--- src/rtl/nexi_uart_pkg.sv ---
// Shared definitions for the minimal UART receive path: FSM encodings,
// guard length and overrun counter sizing.
package nexi_uart_pkg;

  localparam logic [1:0] ST_IDLE  = 2'd0;
  localparam logic [1:0] ST_ACK   = 2'd1;
  localparam logic [1:0] ST_GUARD = 2'd2;

  // Idle cycles after ack release so the receiver's 2-flop ack synchronizer
  // sees the low level before the next capture.
  localparam logic [1:0] GUARD_CYCLES = 2'd2;

  localparam int OVR_CNT_W = 8;

  typedef struct packed {
    logic                 flag;
    logic [OVR_CNT_W-1:0] cnt;
  } overrun_t;

  function automatic logic [OVR_CNT_W-1:0] sat_inc(input logic [OVR_CNT_W-1:0] v);
    return (&v) ? v : v + 1'b1;
  endfunction

endpackage

--- src/rtl/nexi_uart_sync_fifo.sv ---
// Small register-based synchronous FIFO; head is read combinationally so the
// consumer sees the next entry the cycle after a pop.
module nexi_uart_sync_fifo #(
  parameter int DEPTH = 4,
  parameter int AW    = 2
) (
  input  logic          clk_16x_bps,
  input  logic          rst_n,
  input  logic          push,
  input  logic [7:0]    din,
  input  logic          pop,
  output logic [7:0]    dout,
  output logic          full,
  output logic          empty,
  output logic [AW:0]   level
);

  logic [7:0]      mem_reg [DEPTH];
  logic [AW-1:0]   wr_ptr_reg;
  logic [AW-1:0]   rd_ptr_reg;
  logic [AW:0]     level_reg;
  logic [AW:0]     level_next;
  logic            wr_en;
  logic            rd_en;
  logic [DEPTH-1:0] wr_sel;

  assign full  = (level_reg == (AW+1)'(DEPTH));
  assign empty = (level_reg == '0);
  assign level = level_reg;
  assign dout  = mem_reg[rd_ptr_reg];

  // A push into a full FIFO is legal only when a pop frees a slot that cycle.
  assign rd_en = pop & ~empty;
  assign wr_en = push & (~full | rd_en);

  genvar gi;
  generate
    for (gi = 0; gi < DEPTH; gi++) begin : g_wr_sel
      assign wr_sel[gi] = wr_en & (wr_ptr_reg == AW'(gi));
    end
  endgenerate

  always_ff @(posedge clk_16x_bps) begin
    if (!rst_n) begin
      for (int i = 0; i < DEPTH; i++) mem_reg[i] <= '0;
    end else begin
      for (int i = 0; i < DEPTH; i++)
        if (wr_sel[i]) mem_reg[i] <= din;
    end
  end

  always_comb begin
    level_next = level_reg;
    if (wr_en && !rd_en)      level_next = level_reg + 1'b1;
    else if (rd_en && !wr_en) level_next = level_reg - 1'b1;
  end

  always_ff @(posedge clk_16x_bps) begin
    if (!rst_n) begin
      wr_ptr_reg <= '0;
      rd_ptr_reg <= '0;
      level_reg  <= '0;
    end else begin
      if (wr_en) wr_ptr_reg <= wr_ptr_reg + 1'b1;
      if (rd_en) rd_ptr_reg <= rd_ptr_reg + 1'b1;
      level_reg <= level_next;
    end
  end

endmodule

--- src/rtl/nexi_uart_rx_ctrl.sv ---
// Receive-side controller: runs the data_ready/read_ack handshake, buffers
// bytes in a FIFO for a valid/ready host stream, and tracks overruns.
module nexi_uart_rx_ctrl
  import nexi_uart_pkg::*;
#(
  parameter int DEPTH = 4,
  parameter int AW    = 2
) (
  input  logic                 clk_16x_bps,
  input  logic                 rst_n,
  input  logic                 enable,
  input  logic [7:0]           rx_data,
  input  logic                 rx_ready,
  output logic                 rx_ack,
  output logic [7:0]           m_data,
  output logic                 m_valid,
  input  logic                 m_ready,
  output logic [AW:0]          level,
  output logic                 overrun,
  output logic [OVR_CNT_W-1:0] overrun_cnt,
  input  logic                 overrun_clr
);

  logic [1:0] state_reg;
  logic [1:0] state_next;
  logic [1:0] guard_cnt_reg;
  logic [1:0] guard_cnt_next;
  logic       rx_ack_reg;
  logic       rx_ack_next;
  overrun_t   ovr_reg;
  overrun_t   ovr_next;

  logic capture;
  logic pop;
  logic push;
  logic drop;
  logic fifo_full;
  logic fifo_empty;

  assign capture = (state_reg == ST_IDLE) & enable & rx_ready;
  assign pop     = m_valid & m_ready;
  assign push    = capture & (~fifo_full | pop);
  assign drop    = capture & fifo_full & ~pop;

  nexi_uart_sync_fifo #(
    .DEPTH (DEPTH),
    .AW    (AW)
  ) u_fifo (
    .clk_16x_bps (clk_16x_bps),
    .rst_n       (rst_n),
    .push        (push),
    .din         (rx_data),
    .pop         (pop),
    .dout        (m_data),
    .full        (fifo_full),
    .empty       (fifo_empty),
    .level       (level)
  );

  assign m_valid = ~fifo_empty;

  always_comb begin
    state_next     = state_reg;
    guard_cnt_next = guard_cnt_reg;
    case (state_reg)
      ST_IDLE: begin
        if (capture) state_next = ST_ACK;
      end
      ST_ACK: begin
        if (!rx_ready) begin
          state_next     = ST_GUARD;
          guard_cnt_next = GUARD_CYCLES;
        end
      end
      ST_GUARD: begin
        guard_cnt_next = guard_cnt_reg - 2'd1;
        if (guard_cnt_next == 2'd0) state_next = ST_IDLE;
      end
      default: state_next = ST_IDLE;
    endcase
  end

  assign rx_ack_next = (state_next == ST_ACK);
  assign rx_ack      = rx_ack_reg;

  // A clear wins over a same-cycle drop; that drop is not counted.
  always_comb begin
    ovr_next = ovr_reg;
    if (overrun_clr) begin
      ovr_next.flag = 1'b0;
      ovr_next.cnt  = '0;
    end else if (drop) begin
      ovr_next.flag = 1'b1;
      ovr_next.cnt  = sat_inc(ovr_reg.cnt);
    end
  end

  assign overrun     = ovr_reg.flag;
  assign overrun_cnt = ovr_reg.cnt;

  always_ff @(posedge clk_16x_bps) begin
    if (!rst_n) begin
      state_reg     <= ST_IDLE;
      guard_cnt_reg <= '0;
      rx_ack_reg    <= 1'b0;
      ovr_reg       <= '0;
    end else begin
      state_reg     <= state_next;
      guard_cnt_reg <= guard_cnt_next;
      rx_ack_reg    <= rx_ack_next;
      ovr_reg       <= ovr_next;
    end
  end

endmodule

--- config.mk ---
export PLATFORM = sky130hd
export DESIGN_NAME = nexi_uart_rx_ctrl
export DESIGN_NICKNAME = d
export VERILOG_FILES = /design/src/rtl/nexi_uart_pkg.sv /design/src/rtl/nexi_uart_sync_fifo.sv /design/src/rtl/nexi_uart_rx_ctrl.sv
export SDC_FILE = /design/constraint.sdc
export NUM_CORES = 1
export LEC_CHECK = 0
export CAP_MARGIN = 20
export CORE_MARGIN = 1
export CORE_UTILIZATION = 40
export DETAILED_ROUTE_END_ITERATION = 8
export PLACE_DENSITY = 0.7
export SLEW_MARGIN = 5
export SYNTH_ARGS = -nofsm -noshare
export SYNTH_HDL_FRONTEND = slang
export SYNTH_HIERARCHICAL = 1
export SYNTH_SLANG_ARGS = --single-unit
--- constraint.sdc ---
create_clock -name clk_16x_bps -period 3.4 [get_ports clk_16x_bps]
set_input_delay 0.85 -clock clk_16x_bps [delete_from_list [all_inputs] [get_ports clk_16x_bps]]
set_output_delay 0.85 -clock clk_16x_bps [all_outputs]
set_load 0.03 [all_outputs]
==> impl_metrics.toml <==
[grt]
antenna_found_initial = 0
gr-total-overflow = 0
grt_pass1_vias = 1654
grtUsageTotal_pct = 15.6
grt_max_degree = 20
grt_pass1_wl_um = 7740

[pwr]
powerDensity_nw_per_um2 = 583
ir_worst_vdd_mv = 0.425
p_sw_uw = 560
combinationalPowerShare_pct = 29.0
p_leak_nw = 1.06
p_int_mw = 1.23
clkPwrFrac_pct = 24.5
pwr-share-seq_pct = 46.5
p_sw_share_pct = 31.2

[clocking]
cts_buffers = 5
clkTransAtPathRegs_ns = 0.10
root_buffer = "clkbuf_8"
post-cts-setup-buffers = 0
clockBufferDepth = 2
cts_tree = "yes"
clkLatencyLatePin_ns = 0.31
post_cts_resized = 0
cts-hold-fix-buffers = 0
cts.sinks = 55
cts_htree_levels = 2

[setup_path]
reg2reg_depth = 11
crit_path_max_fanout = 8
reg2reg_setup_slack_ns = 0.76
worstSetupStartpointType = "flip-flop"
timing.rr.end = "u_fifo/level[2]"
critPathCaptureType = "primary output"
path_class = "reg2out"
worstPathArrival_ns = 2.19
rr_startpoint = "u_fifo/level[0]"
critPathCapture = "m_data[4]"
worstPathRequired_ns = 2.55

[logic_synthesis]
synth_edf_count = 32
synth_cells = 214
ys_seq_area_share_pct = 56.1
synth-main-ff-cell = "edfxtp_1"
synth_area_leader_cell = "edfxtp_1"
ys_seq_elements = 55
ys_warn_count = 6
synth_nets = 236
async_flop_share_pct = 0
synth_top_area_share_pct = 37.9
yosys-top-cells-area = "edfxtp_1 (38%), dfxtp_1 (18%), mux4_2 (7.1%), nor2_1 (5.6%), ha_1 (3.5%)"
synth_cell_types = 45
netlist_area_sq_um = 2530
syn_avg_cell_area_sq_um = 11.8

[drt]
vias = 1698
first_pass_iters = 4
drc = 0
detail-route-antenna-nets = 0
avgViaCountPerCell = 5.19
avgRoutedWirePerCell_um = 14.3
routed_wl_um = 4680
drt_iter0_markers = 88

[sta]
drv_slew = 0
hold_viol = 0
max_freq_mhz = 329
rsz0062_at_grt = "no"
clock_skew_ns = 0.0111
worstMarginPinSlew_ns = 0.560
setup_tns_ns = 0
finalCritPeriodShare_pct = 89.4
report.final.setup_viol = 0
slew_headroom_pct = 62.5
final.min_clock_period_ns = 3.04

[floorplanning]
die_h_um = 81.6
start_util_pct = 42.0
core_area_sq_um = 6030
pin_count = 36
die_w_um = 81.6
num_rows = 28
die-area_sq_um = 6660

[layout]
fill_cells = 561
layout_commonest_cell = "nor2_1"
diodes = 0
fin_nets = 273
seq_area_sq_um = 1420
largest_reg_flops = 32
area_delta_synth_final_pct = 21.3
final_util_pct = 51.0
drive_gt1_share_pct = 11.1
multi_input_area_sq_um = 1050
final_cell_mix = "nor2_1 (38), clkdlybuf4s50_1 (35), edfxtp_1 (32)"

[placement]
hpwl_um = 3270
place.gp.congestion = 0.755
portBuffers = 35

[run]
max-cap-violations = 0

[status]
status = "finished clean"

[worst_hold_path]
hp-class = "reg2reg"
[worst max-delay path, cell delays in order (launching register included)]
cell and delay (ns):
dfxtp_1 0.69, mux4_2 0.59, clkdlybuf4s50_1 0.61
[layer usage]
layer  track usage, %  share of wire (%)  vias to the layer above
met2             26.6                 48                       40
met1             19.2                 45                      806
li1                 -                  -                      844
met4             5.61                1.7                        0
met5                0                  0                        -
met3             3.67                4.8                        8
[synthesized netlist by cell type (2+ instances only)]
master    count
ha_1          7
nand2_1      17
edfxtp_1     32
inv_1         6
nor3b_1       2
a21oi_1       6
o31ai_1       3
xor2_1        2
nor2b_1       4
nor2_1       38
or3_1         2
a21boi_0      3
o41ai_1       2
o21ai_0       3
and2_1        6
nand3_1       4
nor3_1        2
mux4_2        8
nor4bb_1      2
dfxtp_1      23
o311ai_0      2
clkbuf_1      4
xnor2_1       3
mux2i_1       3
nand3_2       4
nand2b_1      3
or4_1         3
nand4_1       3
[power by group through the flow]
| stage | Clock, mW | Sequential (mW) | Combinational [mW] |
|---|---|---|---|
| global placement | 0 | 0.849 | 0.514 |
| detailed placement | 0 | 0.851 | 0.521 |
| finish | 0.440 | 0.834 | 0.519 |
| floorplan | 0 | 0.850 | 0.344 |
| CTS | 0.450 | 0.838 | 0.522 |
| global route | 0.469 | 0.848 | 0.567 |
[per-stage QoR]
stage	hold slack (ns)	area (sq um)	total power [mW]	worst slack [ns]	instances
after floorplan	0.452	2530	1.19	0.441	214
after global placement	0.468	2960	1.36	0.159	319
after detailed placement	0.478	2960	1.37	0.0797	319
after CTS	0.491	3070	1.81	0.299	327
after global routing	0.506	3070	1.89	0.230	327
final	0.495	3070	1.79	0.360	327
[cell type report]
class                           instances  area share, %
Clock buffer                            5           2.24
Sequential cell                        55           46.3
Timing Repair Buffer                   38           12.1
Multi-Input combinational cell        145           34.1
Clock inverter                          3           1.51
Tap cell                               75           3.05
Inverter                                6          0.733
[cells by family (layout without fill, tap and decap cells)]
family / count (synthesis) / after routing / share of synthesized area, %
AO/OA/AOI/OAI: 22 / 22 / 5.78
XOR/XNOR: 5 / 5 / 1.73
adder cells (fa/ha/maj): 8 / 8 / 4.25
buffers and inverters: 14 / 52 / 2.57
flip-flops: 55 / 55 / 56.1
multiplexers: 11 / 11 / 8.30
AND/OR/NAND/NOR: 99 / 99 / 21.3
[worst min path at each step]
stage / startpoint / end / cells after the start
after CTS: overrun_cnt[6] / overrun_cnt[6] / 2
after detailed placement: overrun_cnt[6] / overrun_cnt[6] / 2
final: overrun_cnt[6] / overrun_cnt[6] / 2
after global placement: overrun / overrun / 2
after global routing: overrun_cnt[6] / overrun_cnt[6] / 2
after floorplan: state_reg[1] / rx_ack / 1
Power figures use the tool's default switching activity.
